--- config.mk ---
export PLATFORM = sky130hd
export DESIGN_NAME = player_input_conditioner
export DESIGN_NICKNAME = d
export VERILOG_FILES = /design/src/rtl/player_input_conditioner.sv
export SDC_FILE = /design/constraint.sdc
export NUM_CORES = 1
export LEC_CHECK = 0
export ABC_AREA = 0
export BUFFER_PORTS_ARGS = -buffer_cell sky130_fd_sc_hd__buf_2
export CORE_MARGIN = 1
export CORE_UTILIZATION = 45
export CTS_BUF_LIST = sky130_fd_sc_hd__clkbuf_8
export DETAILED_ROUTE_END_ITERATION = 8
export PLACE_DENSITY_LB_ADDON = 0.15
export SLEW_MARGIN = 10
export SYNTH_ARGS = -nofsm -noshare
export SYNTH_HDL_FRONTEND = slang
export SYNTH_SLANG_ARGS = --single-unit
--- constraint.sdc ---
create_clock -name clk -period 1.7 [get_ports clk]
set_clock_uncertainty 0.05 [all_clocks]
set_input_delay 0 -clock clk [delete_from_list [all_inputs] [get_ports clk]]
set_output_delay 0 -clock clk [all_outputs]
set_load 0.01 [all_outputs]
--- src/rtl/player_input_conditioner.sv ---
// Player button conditioning: synchronize and debounce left/right/attack buttons,
// then turn accepted attack presses into fixed-length pulses with a cooldown.
module player_input_conditioner #(
  parameter int unsigned DEBOUNCE_FRAMES = 3,
  parameter int unsigned ATTACK_HOLD     = 6,
  parameter int unsigned ATTACK_COOLDOWN = 12
) (
  input  logic       clk,
  input  logic       rst,
  input  logic       frame_tick,
  input  logic [2:0] btn_n,
  input  logic       enable,
  output logic       left,
  output logic       right,
  output logic       attack,
  output logic [1:0] attack_phase
);

  localparam int unsigned DbW  = 4;
  localparam int unsigned PhW  = 6;
  localparam int unsigned BtnN = 3;

  typedef enum logic [1:0] {
    IDLE     = 2'd0,
    ACTIVE   = 2'd1,
    COOLDOWN = 2'd2
  } phase_e;

  logic [BtnN-1:0]          sync1_q, sync2_q;
  logic [BtnN-1:0]          db_q, db_d;
  logic [BtnN-1:0][DbW-1:0] dbcnt_q, dbcnt_d;
  logic                     atk_edge;
  logic                     left_q, right_q, attack_q;
  logic [PhW-1:0]           phase_cnt_q;
  phase_e                   state_q;

  // Buttons are inverted to active-high before the two-flop synchronizer.
  always_ff @(posedge clk or posedge rst) begin
    if (rst) begin
      sync1_q <= '0;
      sync2_q <= '0;
    end else begin
      sync1_q <= ~btn_n;
      sync2_q <= sync1_q;
    end
  end

  always_comb begin
    db_d    = db_q;
    dbcnt_d = dbcnt_q;
    if (frame_tick) begin
      for (int i = 0; i < int'(BtnN); i++) begin
        if (sync2_q[i] == db_q[i]) begin
          dbcnt_d[i] = '0;
        end else if (dbcnt_q[i] + DbW'(1) == DbW'(DEBOUNCE_FRAMES)) begin
          db_d[i]    = ~db_q[i];
          dbcnt_d[i] = '0;
        end else begin
          dbcnt_d[i] = dbcnt_q[i] + DbW'(1);
        end
      end
    end
  end

  always_ff @(posedge clk or posedge rst) begin
    if (rst) begin
      db_q    <= '0;
      dbcnt_q <= '0;
    end else begin
      db_q    <= db_d;
      dbcnt_q <= dbcnt_d;
    end
  end

  // Single-cycle flag: debounced attack level rising on this frame tick.
  assign atk_edge = frame_tick & ~db_q[0] & db_d[0];

  always_ff @(posedge clk or posedge rst) begin
    if (rst) begin
      left_q  <= 1'b0;
      right_q <= 1'b0;
    end else begin
      left_q  <= db_q[2] & ~db_q[1] & enable;
      right_q <= db_q[1] & ~db_q[2] & enable;
    end
  end

  always_ff @(posedge clk or posedge rst) begin
    if (rst) begin
      state_q     <= IDLE;
      phase_cnt_q <= '0;
      attack_q    <= 1'b0;
    end else if (!enable) begin
      state_q     <= IDLE;
      phase_cnt_q <= '0;
      attack_q    <= 1'b0;
    end else begin
      case (state_q)
        IDLE: begin
          if (atk_edge) begin
            state_q     <= ACTIVE;
            phase_cnt_q <= '0;
            attack_q    <= 1'b1;
          end
        end
        ACTIVE: begin
          if (frame_tick) begin
            if (phase_cnt_q == PhW'(ATTACK_HOLD - 1)) begin
              state_q     <= (ATTACK_COOLDOWN == 0) ? IDLE : COOLDOWN;
              phase_cnt_q <= '0;
              attack_q    <= 1'b0;
            end else begin
              phase_cnt_q <= phase_cnt_q + PhW'(1);
            end
          end
        end
        COOLDOWN: begin
          // Edges seen here are dropped; only a fresh press after IDLE re-arms.
          if (frame_tick) begin
            if (phase_cnt_q == PhW'(ATTACK_COOLDOWN - 1)) begin
              state_q     <= IDLE;
              phase_cnt_q <= '0;
            end else begin
              phase_cnt_q <= phase_cnt_q + PhW'(1);
            end
          end
        end
        default: begin
          state_q     <= IDLE;
          phase_cnt_q <= '0;
          attack_q    <= 1'b0;
        end
      endcase
    end
  end

  assign left         = left_q;
  assign right        = right_q;
  assign attack       = attack_q;
  assign attack_phase = state_q;

endmodule

== Word-level counts from Yosys, hierarchy flattened ==
Index checks and enable logic that the tools add are counted.

* Output and inout bits: 5
* Bits in writable memories: 0
* Register bits: 32
* ROM bits: 0
* Logic and storage cells: 79
* Bits in latches: 0
* Memories kept: 0

* Bitwise operators: 12
* Reduce and logical (&&, ||, !) cells: 6
* $add $sub $neg: 4
* $lt $le $gt $ge: 0
* Shift-type cells: 0
* Multiplexer cells: 28
* Divide/modulo/power cells: 0
* Multipliers: 0
* Equal/unequal tests: 16

{| class="wikitable"
|+ Operator list
! cell !! number
|-
| 6-bit two-way mux || 6
|-
| 4-bit two-way mux || 6
|-
| 6-bit case mux with 3 select lines || 1
|-
| 3-bit != test, second input constant || 5
|-
| 4-bit by 1-bit adder with 4-bit output, second input constant || 3
|-
| 4-bit by 2-bit equality test with 1-bit output, second input constant || 3
|-
| 2-bit two-way mux || 6
|-
| 3-bit AND reduction || 3
|-
| 1-bit two-way mux || 7
|-
| 6-bit by 1-bit adder with 6-bit output, second input constant || 1
|-
| 1-bit AND || 6
|-
| 6-bit by 3-bit equality test with 1-bit output, second input constant || 1
|-
| 6-bit by 4-bit equality test with 1-bit output, second input constant || 1
|-
| 2-bit case mux with 3 select lines || 1
|-
| 1-bit inverter || 5
|-
| 5-bit AND reduction || 1
|-
| 4-bit AND reduction || 1
|-
| 1-bit equality test || 3
|-
| 3-bit inverter || 1
|-
| 1-bit case mux with 3 select lines || 1
|-
| 2-bit by 1-bit equality test with 1-bit output, second input constant || 1
|-
| 2-bit equality test, second input constant || 1
|-
| 2-bit zero test || 1
|-
| 2-bit != test, second input constant || 1
|}

== Depth between registers and ports, before layout ==
* Depth after elaboration: 9
* Mapped depth: 7
* Depth with buffers taken out: 7

== Worst setup path after synthesis ==
No wires, ideal clock.

* Kind: register to register
* Start: reg dbcnt_q[0] in the netlist's numbering
* End: reg state_q[1] (netlist: attack_phase[1])
* Setup slack: -192 ps
* Data arrival time: 1756 ps
* Path buffers: 0
* Stages on the path, launching flop included: 7
* Period minus slack after synthesis: 1892 ps
* Path through: dfrtp_1 -> ha_1 -> or2_2 -> o21ai_2 -> a211oi_2 -> or4_1 -> o211ai_1

* Word-level cells in the longest chain between the ends: 8

{| class="wikitable"
|+ RTL lines
! item !! line !! text
|-
| start, declared || 31 || <nowiki>logic [BtnN-1:0][DbW-1:0] dbcnt_q, dbcnt_d;</nowiki>
|-
| start signal, assigned || 71 || <nowiki>dbcnt_q <= dbcnt_d;</nowiki>
|-
| 4-bit by 1-bit adder with 4-bit output || 55 || <nowiki>end else if (dbcnt_q[i] + DbW'(1) == DbW'(DEBOUNCE_FRAMES)) begin</nowiki>
|-
| 4-bit by 2-bit equality test with 1-bit output || 55 ||
|-
| 1-bit two-way mux || 55 ||
|-
| 1-bit two-way mux || 53 || <nowiki>if (sync2_q[i] == db_q[i]) begin</nowiki>
|-
| 1-bit two-way mux || 51 || <nowiki>if (frame_tick) begin</nowiki>
|-
| 1-bit AND || 76 || <nowiki>assign atk_edge = frame_tick & ~db_q[0] & db_d[0];</nowiki>
|-
| 3-bit != test (no line) || n/a ||
|-
| 5-bit AND reduction (no line) || n/a ||
|-
| end signal, assigned || 109 || <nowiki>state_q <= (ATTACK_COOLDOWN == 0) ? IDLE : COOLDOWN;</nowiki>
|-
| end, declared || 35 || <nowiki>phase_e state_q;</nowiki>
|}

No other way between the ends.
A chain may end at the register's enable or synchronous reset.

== Final worst setup path ==
* Start: reg phase_cnt_q[1]
* End: reg state_q[1] (netlist: attack_phase[1])

* Word-level cells in the longest chain between the ends: 3
* Elaborated cells on any way between the ends: 5

{| class="wikitable"
|+ RTL lines
! item !! line !! text
|-
| start, declared || 34 || <nowiki>logic [PhW-1:0] phase_cnt_q;</nowiki>
|-
| start signal, assigned || 113 || <nowiki>phase_cnt_q <= phase_cnt_q + PhW'(1);</nowiki>
|-
| start signal, assigned || 124 || <nowiki>phase_cnt_q <= phase_cnt_q + PhW'(1);</nowiki>
|-
| 6-bit by 4-bit equality test with 1-bit output or 6-bit by 3-bit equality test with 1-bit output (tied branches) || 120, 108 ||
|-
| 3-bit != test (no line) || n/a ||
|-
| 5-bit AND reduction (no line) * || n/a ||
|}

Every way passes the cells marked *; elsewhere a longest branch is shown, timed or not.

==> metrics.txt <==
most frequent standard cell in the layout excluding fill and tap cells sky130_fd_sc_hd__buf_4; final-report setup violation count 9; count of pins on the block boundary 12; Req. time, crit path 1.85 ns; Worst Hold Depth 2; Cell Pwr Density 1130 nW/um2; global route total overflow 0; first-pass GRT wire length 7170 um; post-DR wirelength/cell between 10 and 15 um; class of the most critical hold timing path primary input to register; outcome finished, violations left; number of antenna repair diodes 0; setup slack, reg-to-reg -0.22 ns; number of hold violations in the final report 0; share of the synthesized area in the top cell type 0.432; initial antenna violation count 0; TritonCTS clock tree yes; fraction of final layout cells sized beyond drive strength 1 0.358; Clock Path Buffers 2; WHS 0.0409 ns; kind of end point of the critical path register; root buf cell sky130_fd_sc_hd__clkbuf_8; terminus of the critical flop-to-flop path attack_phase[1]; worst-case vdd ir drop between 0.0007 and 0.0008 V; Post-synth top flop sky130_fd_sc_hd__dfrtp_1; number of library cell types mapped by synthesis 46; number of synthesis warnings 0; fin nets approximately 260; CTS H-tree depth 2; post-detail-place hpwl 2810 um; minimum clock period after layout around 1.9 ns; Critical Path Fanout Max 4; CP Launch Type register; share of synthesized area occupied by flip-flops and latches 0.432; Period Utilization, post-route 1.13; class of the most critical setup path register to register; final estimated routing congestion in global placement 0.861; drt drc 0; total die area roughly 4400 um2; Synth Cell Area 1860 um2; post-layout power between 0.002 and 0.003 W; routed vias/inst between 5 and 6; overall routed net length around 4200 um; flops & latches, synth 32; DR vias between 1500 and 2000; antenna violation net count after detailed routing 0; largest net degree at the start of global routing 33; DRC violation total after the first TritonRoute iteration roughly 100; destination of the worst hold path dbcnt_q[5]; First-pass DRT Iterations 4; area added between synthesis and finish 35.1%; summed area of non-filler cells in the final layout 2510 um2; number of cells on the worst reg-to-reg path 7; slew at the pin closest to its max-slew limit 0.469 ns; Worst-path clk slew 0.07 ns; Util after Layout 0.660; Buffers on Ports 11; tightest slew margin relative to the limit 0.687; endpoint arrival time on the critical path 2.07 ns; most frequent cells in the layout 31 x sky130_fd_sc_hd__buf_4, 29 x sky130_fd_sc_hd__dfrtp_1, 17 x sky130_fd_sc_hd__inv_1, 17 x sky130_fd_sc_hd__nand2_1, 11 x sky130_fd_sc_hd__buf_2; Fmax achieved 520 MHz; cell taking the most area after synthesis sky130_fd_sc_hd__dfrtp_1; Cell Rows 22; clock latency on the worst-skew pair 0.29 ns; final setup slack of the worst path -0.223 ns; die width around 66 um; instance count of the mapped netlist 191; syn_nets 210; setup repair after global routing missed its margin true; number of flops mapped to enable cells by yosys 0; Tot GR Track Use 0.221; vias in the first global route roughly 1600; Mean Syn Cell Area 9.71 um2; critical register-to-register path startpoint phase_cnt_q[1]; height of the die ~66 um; Area contributors post-synth sky130_fd_sc_hd__dfrtp_1 43%, sky130_fd_sc_hd__ha_1 8.1%, sky130_fd_sc_hd__inv_1 4.0%; standard cell core area around 3800 um2; number of maximum-capacitance violations 0; Leak between 1 and 1.5 nW; startpoint of the lowest-slack hold path frame_tick; final-layout setup total negative slack -0.975 ns; violated checks setup timing; Post-synth ARST share 1.00; placed instance area between 2000 and 2500 um2; starting density of the core 0.488; clock sink count 32; TritonCTS Buffers 5; max-slew violation total from the final report 0
-- final cells by class --
| class | count | area (um2) |
|---|---|---|
| Tap cell | 48 | 60.1 |
| Multi-Input combinational cell | 136 | 1130 |
| Fill cell | 311 | 1290 |
| Clock buffer | 6 | 82.6 |
| Clock inverter | 2 | 11.3 |
| Sequential cell | 32 | 805 |
| Timing Repair Buffer | 47 | 338 |
| Inverter | 20 | 77.6 |
-- logic make-up after synthesis --
group | Yosys count | synth area share
DFF | 32 | 0.432
muxes | 6 | 0.0357
AOI/OAI and AO/OA | 48 | 0.189
adders and majority gates | 12 | 0.0809
buffers and inverters | 23 | 0.0506
xor gates and xnor gates | 3 | 0.0142
and+or+nand+nor | 67 | 0.198
-- where the power goes --
group / internal, W / switching, W / total, W / leakage (nW)
combinational: 0.000559 / 0.000556 / 0.00111 / 0.619
clock: 0.000322 / 0.000280 / 0.000603 / 0.0486
sequential: 0.000928 / 0.000189 / 0.00112 / 0.415
total: 0.00181 / 0.00102 / 0.00283 / 1.08
-- stage by stage --
step / worst slack [ns] / cells
2_1_floorplan: -0.0709 / 191
4_1_cts: -0.168 / 291
3_3_place_gp: -0.136 / 272
6_report: -0.223 / 291
3_5_place_dp: -0.194 / 272
5_1_grt: -0.274 / 291
-- worst max-delay path by stage --
stage                         startpoint              end  slack [ns]  cells after the start
after floorplan           phase_cnt_q[1]           attack       -0.07                      6
after global placement    phase_cnt_q[1]           attack       -0.14                      6
after detailed placement  phase_cnt_q[1]           attack       -0.19                      6
after CTS                 phase_cnt_q[1]           attack       -0.17                      6
after global routing      phase_cnt_q[1]  attack_phase[1]       -0.27                      7
final                     phase_cnt_q[1]  attack_phase[1]       -0.22                      7
-- synthesized netlist by cell type, types with 3 or more instances --
cell type,instances
sky130_fd_sc_hd__a21oi_1,4
sky130_fd_sc_hd__and2_1,3
sky130_fd_sc_hd__dfrtp_1,32
sky130_fd_sc_hd__ha_1,12
sky130_fd_sc_hd__inv_1,20
sky130_fd_sc_hd__mux2_2,5
sky130_fd_sc_hd__nand2_1,18
sky130_fd_sc_hd__nand2b_1,9
sky130_fd_sc_hd__nand3_1,9
sky130_fd_sc_hd__nor2_1,6
sky130_fd_sc_hd__nor3_1,5
sky130_fd_sc_hd__o21ai_0,9
sky130_fd_sc_hd__o22ai_1,5
sky130_fd_sc_hd__o31ai_1,8
sky130_fd_sc_hd__o32ai_1,4
sky130_fd_sc_hd__xnor2_1,3
-- per-layer routing --
| layer | vias to the layer above | track usage | wire length [um] | share of wire |
|---|---|---|---|---|
| li1 | 791 | - | - | - |
| met1 | 774 | 0.282 | 1800 | 0.43 |
| met2 | 36 | 0.343 | 2160 | 0.51 |
| met3 | 8 | 0.0586 | 155 | 0.037 |
| met4 | 0 | 0.109 | 78 | 0.019 |
| met5 | - | 0 | 0 | 0 |
-- critical path, stage by stage (launching register included) --
cell and delay [ns]:
sky130_fd_sc_hd__dfrtp_1 0.40, sky130_fd_sc_hd__inv_2 0.08, sky130_fd_sc_hd__ha_4 0.11, sky130_fd_sc_hd__nand3b_1 0.15
sky130_fd_sc_hd__o31ai_2 0.26, sky130_fd_sc_hd__nand2_1 0.14, sky130_fd_sc_hd__or4_1 0.52, sky130_fd_sc_hd__o211ai_1 0.13
-- registers in the layout (all words and copies together), names as in the netlist --
register,cells
attack,1
attack_phase,2
db_q,3
dbcnt_q,12
left,1
phase_cnt_q,6
right,1
sync1_q,3
sync2_q,3
-- repair_timing --
action                                  in CTS  in global routing
endpoints found under the setup margin       9                 13
hold buffers                                 5                  0
setup buffers                                6                  2
hold endpoints to repair                    37                  0
pin swaps                                    7                  7
resized for setup                           10                 20
Power figures use the tool's default switching activity.
